==> src/rtl/lzc_pkg.sv <==
// Shared constants for the leading-zero / popcount / parity unit.
// Mode encodings and the result-width helper.
package lzc_pkg;

  localparam logic [1:0] LZC_MODE_LZ  = 2'b00;
  localparam logic [1:0] LZC_MODE_POP = 2'b01;
  localparam logic [1:0] LZC_MODE_PAR = 2'b10;
  localparam logic [1:0] LZC_MODE_TZ  = 2'b11;

  function automatic int lzc_rw(input int width);
    return $clog2(width) + 1;
  endfunction

endpackage

==> src/rtl/lzc_group.sv <==
// Combinational first-level group encoder: non-zero flag,
// leading-zero count, popcount and parity of one GROUP-bit slice.
module lzc_group
  import lzc_pkg::*;
#(
  parameter int GROUP = 8,
  localparam int LZW  = $clog2(GROUP),
  localparam int PW   = $clog2(GROUP) + 1
) (
  input  logic [GROUP-1:0] i_bits,
  output logic             o_nz,
  output logic [LZW-1:0]   o_lz,
  output logic [PW-1:0]    o_pop,
  output logic             o_par
);

  int   lz_cnt;
  int   pop_cnt;
  logic seen;

  always_comb begin
    lz_cnt  = 0;
    pop_cnt = 0;
    seen    = 1'b0;
    for (int i = GROUP - 1; i >= 0; i--) begin
      if (i_bits[i]) begin
        seen = 1'b1;
      end else if (!seen) begin
        lz_cnt = lz_cnt + 1;
      end
      pop_cnt = pop_cnt + int'(i_bits[i]);
    end
    o_nz  = |i_bits;
    // an empty group wraps to count 0; o_nz=0 marks it
    o_lz  = LZW'(lz_cnt);
    o_pop = PW'(pop_cnt);
    o_par = ^i_bits;
  end

endmodule

==> src/rtl/lzc_pop_unit.sv <==
// 3-stage leading-zero / popcount / parity unit with hold and tag.
// Define LZC_TRAILING_ZERO_EN to make mode 11 a trailing-zero count.
module lzc_pop_unit
  import lzc_pkg::*;
#(
  parameter int WIDTH = 64,
  parameter int GROUP = 8,
  parameter int TAGW  = 3,
  parameter int RW    = lzc_rw(WIDTH)
) (
  input  logic             clk,
  input  logic             rst,
  input  logic             i_valid,
  input  logic             i_hold,
  input  logic [1:0]       i_mode,
  input  logic [WIDTH-1:0] i_data,
  input  logic [TAGW-1:0]  i_tag,
  output logic             o_valid,
  output logic [RW-1:0]    o_result,
  output logic [TAGW-1:0]  o_tag,
  output logic             o_zero
);

  localparam int NG  = WIDTH / GROUP;
  localparam int LZW = $clog2(GROUP);
  localparam int PW  = $clog2(GROUP) + 1;

  logic             s1_valid_q, s1_valid_d;
  logic [1:0]       s1_mode_q, s1_mode_d;
  logic [TAGW-1:0]  s1_tag_q, s1_tag_d;
  logic [WIDTH-1:0] s1_data_q, s1_data_d;

  logic             s2_valid_q, s2_valid_d;
  logic [1:0]       s2_mode_q, s2_mode_d;
  logic [TAGW-1:0]  s2_tag_q, s2_tag_d;
  logic [NG-1:0]    s2_nz_q, s2_nz_d;
  logic [NG*LZW-1:0] s2_lz_q, s2_lz_d;
  logic [NG*PW-1:0] s2_pop_q, s2_pop_d;
  logic [NG-1:0]    s2_par_q, s2_par_d;

  logic             out_valid_q, out_valid_d;
  logic [RW-1:0]    out_result_q, out_result_d;
  logic [TAGW-1:0]  out_tag_q, out_tag_d;
  logic             out_zero_q, out_zero_d;

  logic [WIDTH-1:0]  s2_in;
  logic [NG-1:0]     g_nz;
  logic [NG*LZW-1:0] g_lz;
  logic [NG*PW-1:0]  g_pop;
  logic [NG-1:0]     g_par;

  int   lz_sum;
  int   pop_sum;
  logic par_x;
  logic hit;
  logic [RW-1:0] res;

`ifdef LZC_TRAILING_ZERO_EN
  // trailing zeros reuse the LZ encoders on the mirrored operand
  always_comb begin
    s2_in = s1_data_q;
    if (s1_mode_q == LZC_MODE_TZ) begin
      for (int i = 0; i < WIDTH; i++) begin
        s2_in[i] = s1_data_q[WIDTH-1-i];
      end
    end
  end
`else
  assign s2_in = s1_data_q;
`endif

  for (genvar g = 0; g < NG; g++) begin : g_grp
    lzc_group #(
      .GROUP (GROUP)
    ) u_grp (
      .i_bits (s2_in[g*GROUP +: GROUP]),
      .o_nz   (g_nz[g]),
      .o_lz   (g_lz[g*LZW +: LZW]),
      .o_pop  (g_pop[g*PW +: PW]),
      .o_par  (g_par[g])
    );
  end

  always_comb begin
    lz_sum  = 0;
    pop_sum = 0;
    par_x   = 1'b0;
    hit     = 1'b0;
    for (int g = NG - 1; g >= 0; g--) begin
      if (!hit) begin
        if (s2_nz_q[g]) begin
          hit    = 1'b1;
          lz_sum = lz_sum + int'(s2_lz_q[g*LZW +: LZW]);
        end else begin
          lz_sum = lz_sum + GROUP;
        end
      end
      pop_sum = pop_sum + int'(s2_pop_q[g*PW +: PW]);
      par_x   = par_x ^ s2_par_q[g];
    end
    res = '0;
    unique case (s2_mode_q)
      LZC_MODE_LZ:  res = RW'(lz_sum);
      LZC_MODE_POP: res = RW'(pop_sum);
      LZC_MODE_PAR: res = RW'(par_x);
`ifdef LZC_TRAILING_ZERO_EN
      LZC_MODE_TZ:  res = RW'(lz_sum);
`else
      LZC_MODE_TZ:  res = '0;
`endif
    endcase
  end

  // hold freezes every stage; bubbles still advance otherwise
  always_comb begin
    s1_valid_d   = s1_valid_q;
    s1_mode_d    = s1_mode_q;
    s1_tag_d     = s1_tag_q;
    s1_data_d    = s1_data_q;
    s2_valid_d   = s2_valid_q;
    s2_mode_d    = s2_mode_q;
    s2_tag_d     = s2_tag_q;
    s2_nz_d      = s2_nz_q;
    s2_lz_d      = s2_lz_q;
    s2_pop_d     = s2_pop_q;
    s2_par_d     = s2_par_q;
    out_valid_d  = out_valid_q;
    out_result_d = out_result_q;
    out_tag_d    = out_tag_q;
    out_zero_d   = out_zero_q;
    if (!i_hold) begin
      s1_valid_d   = i_valid;
      s1_mode_d    = i_mode;
      s1_tag_d     = i_tag;
      s1_data_d    = i_data;
      s2_valid_d   = s1_valid_q;
      s2_mode_d    = s1_mode_q;
      s2_tag_d     = s1_tag_q;
      s2_nz_d      = g_nz;
      s2_lz_d      = g_lz;
      s2_pop_d     = g_pop;
      s2_par_d     = g_par;
      out_valid_d  = s2_valid_q;
      out_result_d = res;
      out_tag_d    = s2_tag_q;
      out_zero_d   = ~|s2_nz_q;
    end
  end

  always_ff @(posedge clk or posedge rst) begin
    if (rst) begin
      s1_valid_q   <= 1'b0;
      s1_mode_q    <= '0;
      s1_tag_q     <= '0;
      s1_data_q    <= '0;
      s2_valid_q   <= 1'b0;
      s2_mode_q    <= '0;
      s2_tag_q     <= '0;
      s2_nz_q      <= '0;
      s2_lz_q      <= '0;
      s2_pop_q     <= '0;
      s2_par_q     <= '0;
      out_valid_q  <= 1'b0;
      out_result_q <= '0;
      out_tag_q    <= '0;
      out_zero_q   <= 1'b0;
    end else begin
      s1_valid_q   <= s1_valid_d;
      s1_mode_q    <= s1_mode_d;
      s1_tag_q     <= s1_tag_d;
      s1_data_q    <= s1_data_d;
      s2_valid_q   <= s2_valid_d;
      s2_mode_q    <= s2_mode_d;
      s2_tag_q     <= s2_tag_d;
      s2_nz_q      <= s2_nz_d;
      s2_lz_q      <= s2_lz_d;
      s2_pop_q     <= s2_pop_d;
      s2_par_q     <= s2_par_d;
      out_valid_q  <= out_valid_d;
      out_result_q <= out_result_d;
      out_tag_q    <= out_tag_d;
      out_zero_q   <= out_zero_d;
    end
  end

  assign o_valid  = out_valid_q;
  assign o_result = out_result_q;
  assign o_tag    = out_tag_q;
  assign o_zero   = out_zero_q;

endmodule

==> config.mk <==
export PLATFORM = sky130hd
export DESIGN_NAME = lzc_pop_unit
export DESIGN_NICKNAME = d
export VERILOG_FILES = /design/src/rtl/lzc_pkg.sv /design/src/rtl/lzc_group.sv /design/src/rtl/lzc_pop_unit.sv
export SDC_FILE = /design/constraint.sdc
export NUM_CORES = 1
export LEC_CHECK = 0
export ABC_AREA = 1
export BUFFER_PORTS_ARGS = -buffer_cell sky130_fd_sc_hd__buf_4
export CAP_MARGIN = 20
export CORE_MARGIN = 2
export CORE_UTILIZATION = 45
export DETAILED_ROUTE_END_ITERATION = 10
export SLEW_MARGIN = 40
export SYNTH_ARGS = -nofsm -noshare
export SYNTH_HDL_FRONTEND = slang
export SYNTH_SLANG_ARGS = --single-unit
==> constraint.sdc <==
create_clock -name clk -period 8.6 [get_ports clk]
set_input_delay 0.43 -clock clk [delete_from_list [all_inputs] [get_ports clk]]
set_output_delay 0.43 -clock clk [all_outputs]
set_load 0.01 [all_outputs]
==> results summary, run 1 <==
The number of cells after detailed placement came out at 1970. The via density per instance came out at 4.84. Counting the fill cells in the layout gives 2775.

The via count of the routed design came out at 9686. The detail-routed net length per standard cell is 13.1 um. Once detail routing completed, the nets flagged for antenna violations numbered 0.

The setup TNS is 0 ns. The count of standard-cell rows is 61. The flow ran to the end, and the final reports show no timing, DRC or antenna violations. The number of iterations in the first detailed-routing pass came out at 5. The finished cells cover 14300 um^2. The critical path class is reg -> reg.

The global-route wire length before repair came out at 45400 um. The fraction of power consumed by sequential logic is 0.272. The slowest stage of the critical path belongs to the cell fa_1. For this run, the register share of the synthesized area comes to 0.316.

The total area of multi-input combinational cells is 7590 um^2. The async set-reset flop share out of synthesis came out at 1.00. In the routed design, unresolved DRC markers number 0.

Once layout is complete, the cells apart from fillers number 2001. The count of routing violations after the opening detailed-route iteration came out at 523. The starting density of the core is 0.457. Of the total synthesized cell area, the portion taken by full adders, half adders and majority gates is 0.247. CTS saw 160 sinks. The total power divided by cell area came out at 260 nW/um^2. The worst setup path is launched from a register. The number of antenna diodes in the final layout is 0. The overall die area is 29500 um^2. The placed wire-length estimate is 20300 um. STA classifies the critical path endpoint as a register. In the final layout, flip-flops and latches occupy 4000 um^2. For this run, the total global-route usage over all layers was measured as 0.191. The net load switching power is 1500 uW.

The pre-CTS worst setup slack came out at 1.51 ns. The prevailing post-synth register cell is dfrtp_1. The headroom to the max-slew limit came out at 0.496. The peak fanout along the critical path came out at 5. In the layout the commonest cells are 363 x nand2_1, 240 x inv_1, 160 x dfrtp_1.

The placement-stage cell area came out at 13700 um^2. The required time of the critical path came out at 8.95 ns. The y dimension of the die came out at 172 um. The worst path meets setup with 1.50 ns of slack. The deepest level of the CTS H-tree came out at 4. During synthesis, Yosys emitted a total of 0 warnings. After synthesis, the largest family of logic cells by area is adder cells. The arrival time at the worst endpoint came out at 7.45 ns. The global-route met2 utilization came out at 0.314.

The compound-cell area share of the yosys netlist was 0.109. The cell count after synthesis came out at 1540. The minimum clock period came out at 7.10 ns. The largest buffer count on any clock path came out at 2. Summing internal, switching and leakage power gives 3730 uW.

85 I/O pins were placed. Measured along the x axis, the die boundary spans 172 um. Of the total power, the share spent switching nets is 0.403. The number of synthesized flops with an enable pin is 0. The fraction of layout instances using a drive strength above 1 is 0.110.

The mapped netlist covers 12700 um^2. The number of instances resized during post-cts repair came out at 0. The initial antenna violation count is 0. Of the total power, the clock network draws 0.222. The global routing stage identified its most utilized layer as met2. Counting distinct cell types in the post-synthesis netlist gives 48. The number of I/O port buffers came out at 84. The floorplan step defined a core boundary enclosing 27800 um^2. Clock-pin slew was measured on the worst setup and hold paths at 0.07 ns.

The mean instance size in the synthesized netlist is 8.24 um^2. The routability-driven placement congestion ratio came out at 0.815. The total count of max-transition violations in the final report is 0. After global routing the overflow that remains totals 0.

The number of buffers and inverters on the critical path is 6. The leakage power summed over all cells is 0.00735 uW. The hold violation count in the final report came to 0. The maximum clock skew at final layout is 0.0107 ns. The slew at the pin with the worst max-slew slack is 0.756 ns.

The aggregate routed wire length is 26300 um. TritonCTS built the clock tree. The cell type group with the largest total delay on the critical path is adder cells.

The largest net degree at the start of global routing came out at 125. The number of synthesized register bits came out at 160. The area share of xor/xnor cells in the synthesized design is 0.0586. The buffers inserted during post-CTS setup optimization is 0.

The clock reaches the later pin of the worst-skew pair after 0.43 ns. Across the run, the number of max-cap violations was 0. The area growth from synthesis to layout is 13.1%. For this run, the top clock speed supported by timing is 141 MHz. The type of the worst min-delay path is in -> async. The met3 usage in global routing is 0.0275. The worst ir drop on vdd came out at 0.299 mV. The cell internal power dissipation is 2230 uW. The setup violation total in the final timing report is 0. The cell sitting at the root of the clock tree is a clkbuf_16.

Of the total power, combinational logic draws 0.506. The number of nets produced by synthesis came out at 1826. The global-route track usage on met1 came out at 0.270. The number of global-route vias before repair is 9454. Setup repair after global routing left no endpoint under its margin. Of the available clock period, the critical path in the final layout requires 0.826. The largest incremental delay on the critical path came out at 0.52 ns. The final layout contains 1898 nets. The share of synthesized area spent on multiplexers came out at 0.000789. The simple-gate share of the synthesized area is 0.183.

The most frequent standard cell in the layout excluding fill and tap cells is nand2_1. The CTS buffer count is 17. The post-cts hold buffer count came out at 0.
state kept, by name, summed over array words and instances (netlist names), 3 cells and up:
| register | cells |
|---|---|
| s2_nz_q | 8 |
| s2_lz_q | 24 |
| s2_tag_q | 3 |
| o_tag | 3 |
| s2_pop_q | 32 |
| o_result | 7 |
| s1_tag_q | 3 |
| s1_data_q | 64 |
| s2_par_q | 8 |
power groups by stage:
stage                     combinational, uW  sequential (uW)  clock, uW
after floorplan                        1400             1000          0
after global placement                 1870             1030          0
after detailed placement               1910             1030          0
after CTS                              1930             1020        841
after global routing                   2240             1040        871
final                                  1890             1020        826
synth_stat cells (6+ instances only):
library cell  number  area, um^2
ha_1             151        1890
inv_2             11        41.3
xor2_1            33         289
xnor2_1           50         438
a31o_2             6        52.6
clkbuf_1          33         124
o21ai_0          154         771
nor2_1            87         327
nor2_2             6        37.5
dfrtp_1          160        4000
inv_1            242         908
o211ai_1           7        52.6
a21oi_1           32         160
fa_1              62        1240
nor3_1             8        40.0
nand2_2            9        56.3
nand3_1           44         220
nand2_1          363        1360
o21ai_1            6        30.0
a31oi_1           17         106
path summary, 6_finish.rpt:
check                                        startpoint                        end  slack (ns)  cells after the start
worst min register to register  s2_tag_q[2]$_DFFE_PP0N_       o_tag[2]$_DFFE_PP0N_        0.47                      2
min in group clk                               i_tag[1]    s1_tag_q[1]$_DFFE_PP0N_        0.19                      3
worst max register to register   s2_nz_q[7]$_DFFE_PP0N_    o_result[5]$_DFFE_PP0N_        1.50                     30
max in group asynchronous                           rst        o_valid$_DFFE_PP0N_        7.41                      3
worst max-delay path             s2_nz_q[7]$_DFFE_PP0N_    o_result[5]$_DFFE_PP0N_        1.50                     30
worst min-delay path                                rst  s1_data_q[38]$_DFFE_PP0N_        0.09                      2
kinds of logic after synthesis:
family	count (synthesis)
AND/OR/NAND/NOR	544
buffers and inverters	290
AO/OA/AOI/OAI	248
adder cells (fa/ha/maj)	213
flip-flops	160
XOR/XNOR	84
multiplexers	1
per-stage QoR:
stage	hold WS [ns]	util
3_3_place_gp	0.451	0.493
2_1_floorplan	0.442	-
4_1_cts	0.123	0.515
3_5_place_dp	0.456	0.493
6_report	0.0895	0.516
5_1_grt	0.143	0.516
cell type report:
type / count / area share
clock buffer: 20 / 0.0325
inverter: 255 / 0.0678
clock inverter: 10 / 0.0111
timing repair buffer: 88 / 0.0477
tap: 378 / 0.0330
sequential: 160 / 0.279
multi-input combinational: 1090 / 0.529
per-layer routing:
layer / wire length (um) / vias to the layer above
li1: - / 5011
met1: 13200 / 4551
met2: 12100 / 109
met3: 692 / 15
met4: 216 / 0
met5: 0 / -
Note: power is estimated with default switching activity, not from simulation.
==> inputs of run 2 (changes only) <==
- ABC_AREA: 1 -> 0
- clock period: 8.6 -> 5.8 ns (I/O delays scaled with it)
==> results summary, run 2 <==
The critical path starts at s2_lz_q[21]$_DFFE_PP0N_. The antenna diode instance count came out at 0. The leakage power summed over all cells came out at 0.00753 uW. The placement-stage cell area is 14400 um^2. The min-delay analysis places its worst path in the category in -> reg. The pre-CTS worst setup slack came out at -1.31 ns. The minimum clock period is 7.09 ns.

The count of routing violations after the opening detailed-route iteration is 384. The clock input transition at the sequential cells of the worst setup and hold paths is 0.07 ns. The global-route wire length before repair came out at 45900 um. The layout filler cell count is 2558.

The region available for standard cell placement spans 28000 um^2. The number of nets produced by synthesis came out at 1600. The most used flip-flop cell after synthesis is dfrtp_1.

The cell count after synthesis came out at 1314. In the layout the commonest cells are 198 x inv_1, 160 x dfrtp_1, 157 x buf_4. In this run, distinct cell masters in the synthesized netlist total 53. The commonest cells after synthesis are 202 x inv_1, 160 x dfrtp_1, 151 x ha_1. The hold violation count in the final report was 0. Once detail routing completed, the nets flagged for antenna violations numbered 0. The fraction of layout instances using a drive strength above 1 is 0.225. The number of nets at the end of the flow is 1751.

For the final database, setup skew stands at 0.00882 ns. The detail-routed net length per standard cell came out at 14.5 um. The final standard cell utilization of the core is 0.545. The initial antenna violation count is 0. Entering global routing, the biggest net connects 104 pins.

The TritonCTS sink count is 160. Setup violations remaining at the end of the flow were counted as 6. The total global-route track usage is 0.187. The library cell with the largest summed area after synthesis is dfrtp_1. CTS built an H-tree with a depth of 4.

The number of iterations in the first detailed-routing pass is 4. By area the synthesized netlist is led by dfrtp_1 31%, ha_1 15%, fa_1 9.6%. The arrival time at the worst endpoint came out at 7.47 ns. For this design, the slowest cell found on the critical path is fa_1. The CTS tree is yes. The routability-driven placement congestion ratio is 0.857.

The worst setup path is captured at a register. The highest clock frequency the design can meet is 141 MHz. The via density per instance came out at 4.95. The run finished, with violations left. The initialized floorplan defines 61 standard-cell rows.

The mean instance size in the synthesized netlist is 9.82 um^2. Summed over all layers, the routed wires come to 26800 um. The die is 173 um wide. The number of DRC violations after detailed routing came out at 0. The area growth from synthesis to layout is 18.4%. The most flop-heavy register is s1_data_q. The peak fanout along the critical path came out at 4. Dividing total power by cell area gives a power density of 422 nW/um^2.

CTS placed an instance of clkbuf_16 at the clock tree root. The final global-route overflow total came out at 0. The clock reaches the later pin of the worst-skew pair after 0.44 ns. The flip-flop count of the largest register after layout is 64. The fraction of the yosys area taken by sequential cells came out at 0.310. After synthesis the cells add up to 12900 um^2.

The starting density of the core came out at 0.460. The number of I/O port buffers came out at 84. Measured against its own limit, the worst slew margin works out to 0.481. The required time of the critical path came out at 6.18 ns. The fraction of post-synthesis cell area in the top cell type by area is 0.310. Setup repair after global routing could not meet its margin everywhere. For the pin with the worst max-slew slack, the measured transition is 0.779 ns. The critical path is of the reg -> reg type. Setup slack on the critical path of the routed design comes to -1.29 ns. The finished cells cover 15300 um^2. The most frequent standard cell in the layout excluding fill and tap cells is inv_1.

The boundary pin count came out at 85. The number of synthesized flops with an enable pin is 0. The number of synthesized register bits is 160. The overall die area is 30000 um^2. The final reports fail on setup timing. The count of maximum capacitance violations came out at 0. The async set-reset flop share out of synthesis is 1.00. The largest buffer count on any clock path came out at 2. The CTS buffer count is 17. The placed wire-length estimate came out at 20700 um. The total count of max-transition violations in the final report is 0.

The largest registers in the layout are s1_data_q: 64 flops, s2_pop_q: 32 flops, s2_lz_q: 24 flops. The worst hold path begins at i_data[35]. The launching element type of the critical path is a register. The largest incremental delay on the critical path came out at 0.46 ns. The worst ir drop on vdd came out at 0.579 mV. The most instantiated library cell after synthesis is inv_1.

The fraction of the cycle the final worst path needs is 1.22. The number of global-route vias before repair is 9457. The via count of the routed design is 9184. The y dimension of the die is 173 um. The startpoint identified for the worst register-to-register timing path is s2_lz_q[21]$_DFFE_PP0N_.

For this run, the number of Yosys warnings is 0.
-- run 2: cell count changes after synthesis, moves of 18 or more --
cell,delta
inv_1,-40
mux2_2,+99
mux2i_1,+36
nand2_1,-249
nand3_1,-26
nor2_1,-28
nor2b_1,+18
o21ai_0,-82
xnor2_1,+20
-- run 2: final cells by class --
| type | count | area, um^2 | share of cell area |
|---|---|---|---|
| Multi-Input combinational cell | 920 | 8150 | 0.534 |
| Sequential cell | 160 | 4000 | 0.262 |
| Timing Repair Buffer | 164 | 1260 | 0.0823 |
| Inverter | 202 | 768 | 0.0503 |
| Tap cell | 378 | 473 | 0.0310 |
| Clock buffer | 18 | 439 | 0.0288 |
| Clock inverter | 13 | 178 | 0.0116 |
-- run 2: what timing repair did --
item	4_1_cts	5_1_grt
hold buffers	1	0
pin swaps	25	9
setup buffers	23	5
resized for setup	12	8
gates cloned	0	0
endpoints found under the setup margin	6	6
endpoints found under the hold margin	6	0
-- run 2: routing by layer --
layer / part of all wire / track usage / wire [um]
met1: 0.50 / 0.262 / 13300
met2: 0.47 / 0.306 / 12600
met3: 0.024 / 0.0318 / 649
met4: 0.0078 / 0.0388 / 210
met5: 0 / 0 / 0
-- run 2: stage by stage --
| step | cells | TNS [ns] | power (uW) | hold WS [ns] |
|---|---|---|---|---|
| 2_1_floorplan | 1314 | -5.22 | 4080 | 0.441 |
| 3_3_place_gp | 1796 | -5.10 | 5180 | 0.471 |
| 3_5_place_dp | 1796 | -5.83 | 5220 | 0.466 |
| 4_1_cts | 1850 | -5.73 | 6500 | 0.0571 |
| 5_1_grt | 1855 | -7.83 | 7120 | 0.0584 |
| 6_report | 1855 | -5.84 | 6440 | 0.0719 |
-- run 2: cell families after synthesis --
family,after synthesis,share of synthesized area
simple gates,283,0.105
compound gates,178,0.0831
fa+ha+maj,213,0.243
mux,136,0.115
buf+inv,234,0.0687
flops,160,0.310
xor+xnor,110,0.0747
-- run 2: where the power goes --
group,switching (uW),internal (uW),leakage (uW)
clock,508,698,0.000302
sequential,217,1340,0.00192
combinational,1980,1700,0.00531
-- run 2: worst paths after layout --
kind | endpoint | slack [ns] | cells past startpoint
worst min-delay path | s1_data_q[35]$_DFFE_PP0N_ | 0.07 | 2
worst max-delay path | o_result[6]$_DFFE_PP0N_ | -1.29 | 33
min in group asynchronous | s1_data_q[27]$_DFFE_PP0N_ | 0.52 | 3
max in group asynchronous | s1_mode_q[0]$_DFFE_PP0N_ | 4.25 | 4
worst min register to register | o_result[5]$_DFFE_PP0N_ | 0.48 | 2
worst max register to register | o_result[6]$_DFFE_PP0N_ | -1.29 | 33
-- run 2: critical path: cells and delay by family (launching register included) --
family / cells / cell delay, ns
fa+ha+maj: 8 / 2.75
buf+inv: 5 / 0.35
compound gates: 10 / 1.88
simple gates: 7 / 1.27
flops: 1 / 0.38
xor+xnor: 3 / 0.42
